===== src/rtl/fifo_rptr_empty.sv =====
// Read-side pointer/empty controller for an asynchronous FIFO (read clock domain).
// Latency: accepted read -> rdata/rvalid after 1 edge; write pointer -> empty/level after SYNC_STAGES+1 edges.
// Backpressure: reads are refused while rempty is high (runderflow pulses); empty is pessimistic.
module fifo_rptr_empty #(
   parameter int DATA_SIZE        = 8,
   parameter int ADDR_SIZE        = 4,
   parameter int SYNC_STAGES      = 2,
   parameter int ALMOST_EMPTY_LVL = 2
) (
   input  logic                 rclk,
   input  logic                 rrst,
   input  logic                 rinc,
   input  logic [ADDR_SIZE:0]   wptr_async,
   input  logic [DATA_SIZE-1:0] mem_rdata,
   output logic [ADDR_SIZE-1:0] raddr,
   output logic [ADDR_SIZE:0]   rptr,
   output logic [DATA_SIZE-1:0] rdata,
   output logic                 rvalid,
   output logic                 rempty,
   output logic                 ralmost_empty,
   output logic [ADDR_SIZE:0]   rlevel,
   output logic                 runderflow
);

   localparam int PW = ADDR_SIZE + 1;
   localparam logic [ADDR_SIZE:0] AE_LVL = PW'(ALMOST_EMPTY_LVL);
   localparam logic [ADDR_SIZE:0] ONE    = PW'(1);

   // Gray to binary: each binary bit is the XOR of all Gray bits at or above it.
   function automatic logic [ADDR_SIZE:0] gray2bin(input logic [ADDR_SIZE:0] g);
      logic [ADDR_SIZE:0] b;
      b[ADDR_SIZE] = g[ADDR_SIZE];
      for (int i = ADDR_SIZE - 1; i >= 0; i--) begin
         b[i] = b[i+1] ^ g[i];
      end
      return b;
   endfunction

   // ------------------------------------------------------------------
   // State
   // ------------------------------------------------------------------
   logic [ADDR_SIZE:0]   sync_q [SYNC_STAGES];
   logic [ADDR_SIZE:0]   sync_d [SYNC_STAGES];
   logic [ADDR_SIZE:0]   rbin_q,  rbin_d;
   logic [ADDR_SIZE:0]   rptr_q,  rptr_d;
   logic [DATA_SIZE-1:0] rdata_q, rdata_d;
   logic                 rvalid_q, rvalid_d;
   logic                 rempty_q, rempty_d;
   logic                 ralmost_empty_q, ralmost_empty_d;
   logic [ADDR_SIZE:0]   rlevel_q, rlevel_d;
   logic                 runderflow_q, runderflow_d;

   // Combinational helpers
   logic [ADDR_SIZE:0]   rq_wptr;
   logic [ADDR_SIZE:0]   wbin_s;
   logic                 accept;
   logic [ADDR_SIZE:0]   rbinnext;
   logic [ADDR_SIZE:0]   rgraynext;

   // Pure shift chain: the first stage samples the asynchronous pointer, no logic in between.
   always_comb begin
      sync_d[0] = wptr_async;
      for (int i = 1; i < SYNC_STAGES; i++) begin
         sync_d[i] = sync_q[i-1];
      end
   end

   // Synchronizer flops for the incoming Gray write pointer.
   always_ff @(posedge rclk or posedge rrst) begin
      if (rrst) begin
         for (int i = 0; i < SYNC_STAGES; i++) begin
            sync_q[i] <= '0;
         end
      end else begin
         for (int i = 0; i < SYNC_STAGES; i++) begin
            sync_q[i] <= sync_d[i];
         end
      end
   end

   // Pointer arithmetic: only a read against a non-empty FIFO moves the pointer.
   always_comb begin
      rq_wptr   = sync_q[SYNC_STAGES-1];
      wbin_s    = gray2bin(rq_wptr);
      accept    = rinc & ~rempty_q;
      rbinnext  = accept ? (rbin_q + ONE) : rbin_q;
      rgraynext = rbinnext ^ (rbinnext >> 1);
   end

   // Next-state: status is computed from the post-read pointer so the edge that
   // consumes the last word also raises empty.
   always_comb begin
      rbin_d          = rbinnext;
      rptr_d          = rgraynext;
      rempty_d        = (rgraynext == rq_wptr);
      rlevel_d        = wbin_s - rbinnext;
      ralmost_empty_d = (rlevel_d <= AE_LVL);
      rdata_d         = rdata_q;
      rvalid_d        = 1'b0;
      runderflow_d    = rinc & rempty_q;
      if (accept) begin
         rdata_d  = mem_rdata;
         rvalid_d = 1'b1;
      end
   end

   // Read-domain registers; empty and almost-empty come out of reset asserted.
   always_ff @(posedge rclk or posedge rrst) begin
      if (rrst) begin
         rbin_q          <= '0;
         rptr_q          <= '0;
         rdata_q         <= '0;
         rvalid_q        <= 1'b0;
         rempty_q        <= 1'b1;
         ralmost_empty_q <= 1'b1;
         rlevel_q        <= '0;
         runderflow_q    <= 1'b0;
      end else begin
         rbin_q          <= rbin_d;
         rptr_q          <= rptr_d;
         rdata_q         <= rdata_d;
         rvalid_q        <= rvalid_d;
         rempty_q        <= rempty_d;
         ralmost_empty_q <= ralmost_empty_d;
         rlevel_q        <= rlevel_d;
         runderflow_q    <= runderflow_d;
      end
   end

   // The memory address is the low bits of the binary pointer, so the head word
   // is always presented on mem_rdata ahead of the read.
   assign raddr         = rbin_q[ADDR_SIZE-1:0];
   assign rptr          = rptr_q;
   assign rdata         = rdata_q;
   assign rvalid        = rvalid_q;
   assign rempty        = rempty_q;
   assign ralmost_empty = ralmost_empty_q;
   assign rlevel        = rlevel_q;
   assign runderflow    = runderflow_q;

endmodule


===== config.mk =====
export PLATFORM = sky130hd
export DESIGN_NAME = fifo_rptr_empty
export DESIGN_NICKNAME = d
export VERILOG_FILES = /design/src/rtl/fifo_rptr_empty.sv
export SDC_FILE = /design/constraint.sdc
export NUM_CORES = 1
export LEC_CHECK = 0
export ABC_AREA = 1
export CORE_UTILIZATION = 29
export DETAILED_ROUTE_END_ITERATION = 8
export GPL_ROUTABILITY_DRIVEN = 0
export PLACE_DENSITY = 0.6
export SLEW_MARGIN = 20
export SYNTH_ARGS = -nofsm -noshare
export SYNTH_HDL_FRONTEND = slang
export SYNTH_SLANG_ARGS = --single-unit

===== constraint.sdc =====
create_clock -name rclk -period 3.65 [get_ports rclk]
set_input_delay 0.73 -clock rclk [delete_from_list [all_inputs] [get_ports rclk]]
set_output_delay 0.73 -clock rclk [all_outputs]
set_load 0.03 [all_outputs]

# Word-level counts from Yosys, hierarchy flattened
# Cells that the tools add are included.
dict set report word_totals {
  register_bits 37
}
dict set report op_classes {
  order_cmp 1
  n_addsub 2
  n_mux 2
  bitwise_logic 8
  n_eq_ne 1
}
# operator n
set ops {}
lappend ops {{5-bit by 1-bit adder with 5-bit output (second input constant)} 1}
lappend ops {{5-bit equality test} 1}
lappend ops {{5-bit by 2-bit less-or-equal comparator with 1-bit output (second input constant)} 1}
lappend ops {{5-bit two-way mux} 1}
lappend ops {{5-bit subtractor} 1}
lappend ops {{5-bit by 4-bit XOR with 5-bit output} 1}
lappend ops {{1-bit XOR} 4}
lappend ops {{1-bit bitwise AND} 2}
lappend ops {{1-bit two-way mux} 1}
lappend ops {{1-bit NOT} 1}

# Longest topological paths before layout
# Gate-level depths: netlist of run 1.
dict set report depth {
  word_depth 6
  ltp_mapped 12
  ltp_nobuf 12
}

# Worst setup path after synthesis of run 1
# Ideal clock, no wire load.
dict set report synth_path {
  path_type {flip-flop to flip-flop}
  startpoint {reg sync_q, in the netlist rq_wptr[4]}
  endpoint {reg ralmost_empty_q, in the netlist ralmost_empty}
  stages_incl_launch_ff 10
  setup_slack_ps 1458
  required_ps 3570
  period_less_slack_ps 2192
  arrival_ps 2113
  n_path_buf 0
  cell_sequence {dfrtp_1 xor2_2 xor2_2 xor2_2 xor2_1 ha_1 fa_1 o21ai_0 xnor2_1 nor2_1}
}
dict set report synth_between {
  elab_chain_len 6
}
# element line_no
set synth_lines {}
lappend synth_lines {{start, declared} 42} ;# logic [ADDR_SIZE:0] sync_q [SYNC_STAGES];
lappend synth_lines {{start signal, assigned by index} 76} ;# sync_q[i] <= sync_d[i];
lappend synth_lines {{1-bit XOR (4 in a row)} 34} ;# b[i] = b[i+1] ^ g[i];
lappend synth_lines {{5-bit subtractor *} 96} ;# rlevel_d = wbin_s - rbinnext;
lappend synth_lines {{net rlevel_d[4]} 50} ;# logic [ADDR_SIZE:0] rlevel_q, rlevel_d;
lappend synth_lines {{5-bit by 2-bit less-or-equal comparator with 1-bit output *} 97} ;# ralmost_empty_d = (rlevel_d <= AE_LVL);
lappend synth_lines {{net ralmost_empty_d} 49} ;# logic ralmost_empty_q, ralmost_empty_d;
lappend synth_lines {{end signal, assigned} 124} ;# ralmost_empty_q <= ralmost_empty_d;
lappend synth_lines {{end, declared} 49}
# The timed path passes the listed nets; every way through them passes the cells marked *.
# A chain may end at the register's enable or synchronous reset.

# Worst setup path in the final report of run 1
dict set report layout_path {
  startpoint {in rinc}
  endpoint {reg ralmost_empty_q, in the netlist ralmost_empty}
}
dict set report layout_between {
  elab_chain_len 4
}
# element line_no
set layout_lines {}
lappend layout_lines {{start, declared} 12} ;# input logic rinc,
lappend layout_lines {{1-bit bitwise AND} 85} ;# accept = rinc & ~rempty_q;
lappend layout_lines {{5-bit two-way mux} 86} ;# rbinnext = accept ? (rbin_q + ONE) : rbin_q;
lappend layout_lines {{net rbin_d[0]} 44} ;# logic [ADDR_SIZE:0] rbin_q, rbin_d;
lappend layout_lines {{5-bit subtractor} 96}
lappend layout_lines {{net rlevel_d[4]} 50}
lappend layout_lines {{5-bit by 2-bit less-or-equal comparator with 1-bit output} 97}
lappend layout_lines {{net ralmost_empty_d} 49}
# The timed path passes the listed nets, and every way through them passes these cells.

==> impl_results.md, run 1 <==
- Status: completed
- Clk buf depth: 2
- RSZ-0062 raised after global routing: no
- TritonCTS Buffers: 5
- Vias: 1252
- First-pass GRT wire length: 5.35 mm
- Slew Viols, Final: 0
- Die Width: 76.3 um
- Initial antenna violation count: 0
- Net count, final: 248
- Slew margin rel.: 70.6%
- Yosys cell types: 18
- Power per Cell Area: 860 nW/um^2
- Req. time, crit path: 3.87 ns
- Die height: 76.3 um
- WHS: 0.351 ns
- First-pass DRT Iterations: 4
- GRT overflow: 0
- Core area: 5200 um^2
- Average wire per standard cell: 10.5 um
- Num ports: 42
- Syn_area_per_cell: 9.00 um^2
- TNS Setup: 0 ns
- Hold WC Path Type: register to register
- Row cnt: 26
- P&R area growth vs syn: 38.2%
- Synth warnings: 0
- Critical path class: input pin to register
- Leakage power: 1.10 nW
- N_diodes: 0
- Startpoint types: input pin
- CTS Sinks: 36
- Syn nets: 200
- Largest net degree at the start of global routing: 37
- Final setup fails: 0
- Final period utilization: 75.3%
- Cell count after synthesis: 178
- Resized cells post-CTS: 0
- Fmax: 0.364 GHz
- Minimum clock period: 2.75 ns
- Max Fanout on Critical Path: 13
- Final hold vios: 0
- H-tree level count: 2
- Register area share after synthesis: 56.4%
- Vias per cell: 4.22
- CTS Hold Bufs: 0
- Final wirelength: 3.13 mm
- Worst Tran Pin Value: 0.442 ns
- CP Capture Type: register
- Number of nets still failing antenna checks after routing: 0
- CTS tree: done
- Post-CTS Setup Inserts: 0
- Skew final: 0.00921 ns
- Worst skew pair latency: 0.29 ns
- CTS root buf: clkbuf_8
- Gr usage total: 12.0%
- Layout cell share with drive strength beyond 1: 6.61%
- Mapped cell area: 1600 um^2
- DR DRC count: 0
- Initial DRC Count: 71
- Die Area: 5830 um^2
- Vias in the first global route: 1205
- Initial Utilization: 30.8%
- Worst hold start: sync_d[2]
- Peak supply drop: 0.000343 V
- Max-cap violation count: 0
- Worst setup startpoint: rinc
- DP HPWL: 2.37 mm
- Reg2reg start: rempty
- CTS clk-pin slew, worst paths: 0.08 ns
- WP data arrival: 2.96 ns
- Yosys reg bits: 36
- IO buf count: 41
[metrics by stage]
stage | util, % | cell area [um^2] | worst slack, ns | total power [W] | std cells
finish | 42.5 | 2210 | 0.903 | 0.00190 | 297
global route | 42.5 | 2210 | 0.695 | 0.00205 | 297
CTS | 42.5 | 2210 | 0.893 | 0.00193 | 297
detailed placement | 40.4 | 2100 | 0.581 | 0.00157 | 289
global placement | 40.4 | 2100 | 0.643 | 0.00156 | 289
floorplan | - | 1600 | 1.46 | 0.00124 | 178
[routing by layer]
layer / track usage, % / share of wire [%] / up-vias
li1: - / - / 639
met1: 14.8 / 47 / 577
met2: 18.8 / 46 / 31
met3: 3.71 / 4.4 / 5
met4: 6.35 / 2.3 / 0
met5: 0 / 0 / -
[cells in the mapped netlist (all sizes together)]
cell	number	area share, %
dfstp	2	3.3
buf	2	0.78
fa	1	1.2
xnor2	2	1.1
o21bai	1	0.47
nand2	71	17
xor2	5	4.1
nand3	16	5.0
o21ai	3	0.94
a21oi	3	0.94
dfrtp	34	53
nor2	6	1.4
ha	5	3.9
nand4	2	0.78
inv	23	5.4
nand3b	2	0.94
[worst paths after layout]
check | end | slack, ns | depth (start not counted)
max in group asynchronous | ralmost_empty | 2.46 | 3
worst max-delay path | ralmost_empty | 0.90 | 10
worst min register to register | rq_wptr[2] | 0.35 | 0
min in group asynchronous | rdata[4] | 0.83 | 3
worst max register to register | ralmost_empty | 1.26 | 10
worst min-delay path | rq_wptr[2] | 0.35 | 0
[cell usage in the layout (no fill, tap or decap), drive strengths merged]
| master | count |
|---|---|
| nand4 | 2 |
| o21bai | 1 |
| a21oi | 3 |
| nand3 | 16 |
| nand3b | 2 |
| ha | 5 |
| nor2 | 6 |
| clkdlybuf4s50 | 41 |
| dfrtp | 34 |
| fa | 1 |
| inv | 23 |
| clkbuf | 5 |
| dfstp | 2 |
| clkinvlp | 1 |
| nand2 | 71 |
| o21ai | 3 |
| bufinv | 1 |
| clkinv | 1 |
| xnor2 | 2 |
| xor2 | 5 |
| buf | 2 |
[cells by family (layout without fill, tap and decap cells)]
group | after synthesis | after routing | synth area share, %
flip-flops | 36 | 36 | 56.4
XOR/XNOR | 7 | 7 | 5.23
adder cells (fa/ha/maj) | 6 | 6 | 5.15
buffers and inverters | 25 | 74 | 6.17
AO/OA/AOI/OAI | 7 | 7 | 2.34
AND/OR/NAND/NOR | 97 | 97 | 24.7
[state kept, by name (all words and copies together) (netlist names)]
signal         flops
ralmost_empty      1
rbin_q             5
rdata              8
rempty             1
rlevel             5
rptr               4
rq_wptr            5
runderflow         1
rvalid             1
sync_d             5
[where the power goes]
| group | internal, W | switching [W] | total, W |
|---|---|---|---|
| combinational | 0.000375 | 0.000592 | 0.000968 |
| sequential | 0.000518 | 0.0000733 | 0.000591 |
| clock | 0.000202 | 0.000143 | 0.000345 |
[worst max-delay path, cell delays in order]
cell and delay, ns:
clkdlybuf4s50_1 0.51, nand2_1 0.38, nand2_1 0.09, nand2_1 0.11, inv_1 0.08, ha_1 0.21
fa_1 0.40, o21ai_0 0.22, xnor2_1 0.17, nor2_1 0.06
[final cells by class]
class / count / area (um^2)
sequential: 36 / 903
clock buffer: 5 / 68.8
timing repair buffer: 43 / 425
fill: 549 / 2990
tap: 70 / 87.6
inverter: 23 / 86.3
multi-input combinational: 117 / 601
clock inverter: 3 / 42.5
No activity file was read; power rests on OpenSTA's default activity.
==> inputs of run 2 (changes only) <==
==> constraint.sdc (replaced) <==
create_clock -name rclk -period 2.6 [get_ports rclk]
set_input_delay 0.52 -clock rclk [delete_from_list [all_inputs] [get_ports rclk]]
set_output_delay 0.52 -clock rclk [all_outputs]
set_load 0.03 [all_outputs]
==> run 2 against run 1 <==
  * Global-route usage increased by 0.38 points
  * Power increased by 38%
  * Die area unchanged
  * Clock power increased by 14%
  * Non-clock buffer count increased by 5
  * Sequential power increased by 40%
  * Combinational power increased by 45%
  * Wire length increased by 0.16%
  * Register-to-register slack got worse by 1.0 ns
  * Sequential share of layout area decreased by 0.30 points
  * Clock skew decreased by 0.0047 ns
  * Critical path type is now register to register
  * Critical endpoint unchanged
  * Highest routed layer unchanged
==> impl_results.md, run 2 (synthesized netlist as in run 1, its figures left out) <==
- Status: completed (unchanged)
- Power per Cell Area: 1180 nW/um^2 (was 860 nW/um^2)
- Initial antenna violation count: 0 (unchanged)
- Core area: 5200 um^2 (unchanged)
- Gr usage total: 12.4% (was 12.0%)
- First-pass DRT Iterations: 4 (unchanged)
- Post-CTS Setup Inserts: 0 (unchanged)
- Die Width: 76.3 um (unchanged)
- Skew final: 0.00448 ns (was 0.00921 ns)
- Row cnt: 26 (unchanged)
- Post-Route Utilization: 42.9% (was 42.5%)
- Layout cell share with drive strength beyond 1: 7.76% (was 6.61%)
- CTS root buf: clkbuf_8 (unchanged)
- Final wirelength: 3.13 mm (about the same)
- Non-Filler Instances: 302 (was 297)
- Final hold vios: 0 (unchanged)
- Initial DRC Count: 68 (was 71)
- DR DRC count: 0 (unchanged)
- Startpoint types: register (was input pin)
- DP HPWL: 2.43 mm (was 2.37 mm)
- CTS tree: done (unchanged)
- WHS Path Cells: 0 (unchanged)
- Most common cell after layout, fill and taps aside: nand2_1 (unchanged)
- Most used routing layer: met2 (unchanged)
- Slowest CP cell: dfrtp_1 (was clkdlybuf4s50_1)
- Leakage power: 1.11 nW (was 1.10 nW)
- CTS clk-pin slew, worst paths: 0.06 ns (was 0.08 ns)
- Critical path class: register to register (was input pin to register)
- Net count, final: 253 (was 248)
- Clk buf depth: 2 (unchanged)
- CP Capture Type: register (unchanged)
- PnR worst setup slack: 0.213 ns (was 0.903 ns)
- GRT overflow: 0 (unchanged)
- Vias: 1234 (was 1252)
- Vias per cell: 4.09 (was 4.22)
- Die height: 76.3 um (unchanged)
- Peak supply drop: 0.000484 V (was 0.000343 V)
- R2R cell count: 10 (unchanged)
- WP data arrival: 2.61 ns (was 2.96 ns)
- Max FFs per register: 8 (unchanged)
- IO buf count: 41 (unchanged)
- N_diodes: 0 (unchanged)
- CP max stage delay: 0.42 ns (was 0.51 ns)
- CTS Hold Bufs: 0 (unchanged)
- Met3 global-route usage: 3.83% (was 3.71%)
- TritonCTS Buffers: 5 (unchanged)
- Final period utilization: 91.8%
- Minimum clock period: 2.39 ns
- Resized cells post-CTS: 0 (unchanged)
- Number of nets still failing antenna checks after routing: 0 (unchanged)
- Fmax: 0.419 GHz
- Max Fanout on Critical Path: 3 (was 13)
- Worst Tran Pin Value: 0.441 ns (was 0.442 ns)
- Req. time, crit path: 2.82 ns (was 3.87 ns)
- Most frequent cells in the layout: nand2_1 (71), clkdlybuf4s50_1 (41), dfrtp_1 (34) (unchanged)
- Vias in the first global route: 1194 (was 1205)
- CTS Sinks: 36 (unchanged)
- Worst skew pair latency: 0.28 ns (was 0.29 ns)
- Largest net degree at the start of global routing: 37 (unchanged)
- # placed instances: 294 (was 289)
- Final Total Pwr: 0.00262 W (was 0.00190 W)
- CP Cell Sequence: xor2_2 > xor2_2 > xor2_2 > xor2_1 > ha_1 > fa_1 > xnor2_1 > a21oi_1 > nand2_1 > nor2_1 (was clkdlybuf4s50_1 > nand2_1 > nand2_1 > nand2_1 > inv_1 > ha_1 > fa_1 > o21ai_0 > xnor2_1 > nor2_1)
- RSZ-0062 raised after global routing: no (unchanged)
- Worst slack, placed: -0.0414 ns (was 0.581 ns)
- P&R area growth vs syn: 39.2% (was 38.2%)
- Met1 usage: 16.4% (was 14.8%)
- Slew margin rel.: 70.6% (about the same)
- Die Area: 5830 um^2 (unchanged)
- Slew Viols, Final: 0 (unchanged)
- Num ports: 42 (unchanged)
- Met2 Resource Use GR: 17.9% (was 18.8%)
- Max-cap violation count: 0 (unchanged)
- H-tree level count: 2 (unchanged)
- Hold WC Path Type: register to register (unchanged)
- CP most frequent cell: xor2_2 (was nand2_1)
- First-pass GRT wire length: 5.51 mm (was 5.35 mm)
- Average wire per standard cell: 10.4 um (was 10.5 um)
- Final setup fails: 0 (unchanged)
- Initial Utilization: 30.8% (unchanged)
==> run 2: area by class of cell <==
cell class | instances | area (um^2)
multi-input cells | 117 | 601
clock buffers | 8 | 90.1
repair buffers | 48 | 463
inverters | 23 | 86.3
well taps | 70 | 87.6
flip-flops and latches | 36 | 903
fillers | 529 | 2970
==> run 2: report_power, final <==
part	internal [W]	switching [W]
clock	0.000216	0.000179
sequential	0.000728	0.000102
combinational	0.000556	0.000844
total	0.00150	0.00112
==> run 2: through the flow <==
step,cell area [um^2],hold WS (ns),setup TNS [ns]
3_3_place_gp,2140,0.331,-0.0360
4_1_cts,2230,0.352,0
5_1_grt,2230,0.356,0
6_report,2230,0.351,0
2_1_floorplan,1600,0.331,0
3_5_place_dp,2140,0.337,-0.0414
==> run 2: layer usage <==
| metal | wire [um] | up-vias |
|---|---|---|
| met5 | 0 | - |
| met4 | 78 | 0 |
| met3 | 129 | 7 |
| met2 | 1420 | 25 |
| met1 | 1500 | 550 |
| li1 | - | 652 |
==> run 2: path summary, 6_finish.rpt <==
kind                            start            end  slack [ns]
max in group asynchronous        rrst  ralmost_empty        1.61
max                        rq_wptr[4]  ralmost_empty        0.21
min                         sync_d[1]     rq_wptr[1]        0.35
max reg2reg                rq_wptr[4]  ralmost_empty        0.21
min in group asynchronous        rrst       rdata[4]        0.64
min reg2reg                 sync_d[1]     rq_wptr[1]        0.35
==> run 2: worst max-delay path: cells and delay by family (launching register included) <==
kind            cells  cell delay [ns]
compound gates      1             0.15
xor+xnor            5             0.94
fa+ha+maj           2             0.64
flops               1             0.42
simple gates        2             0.17
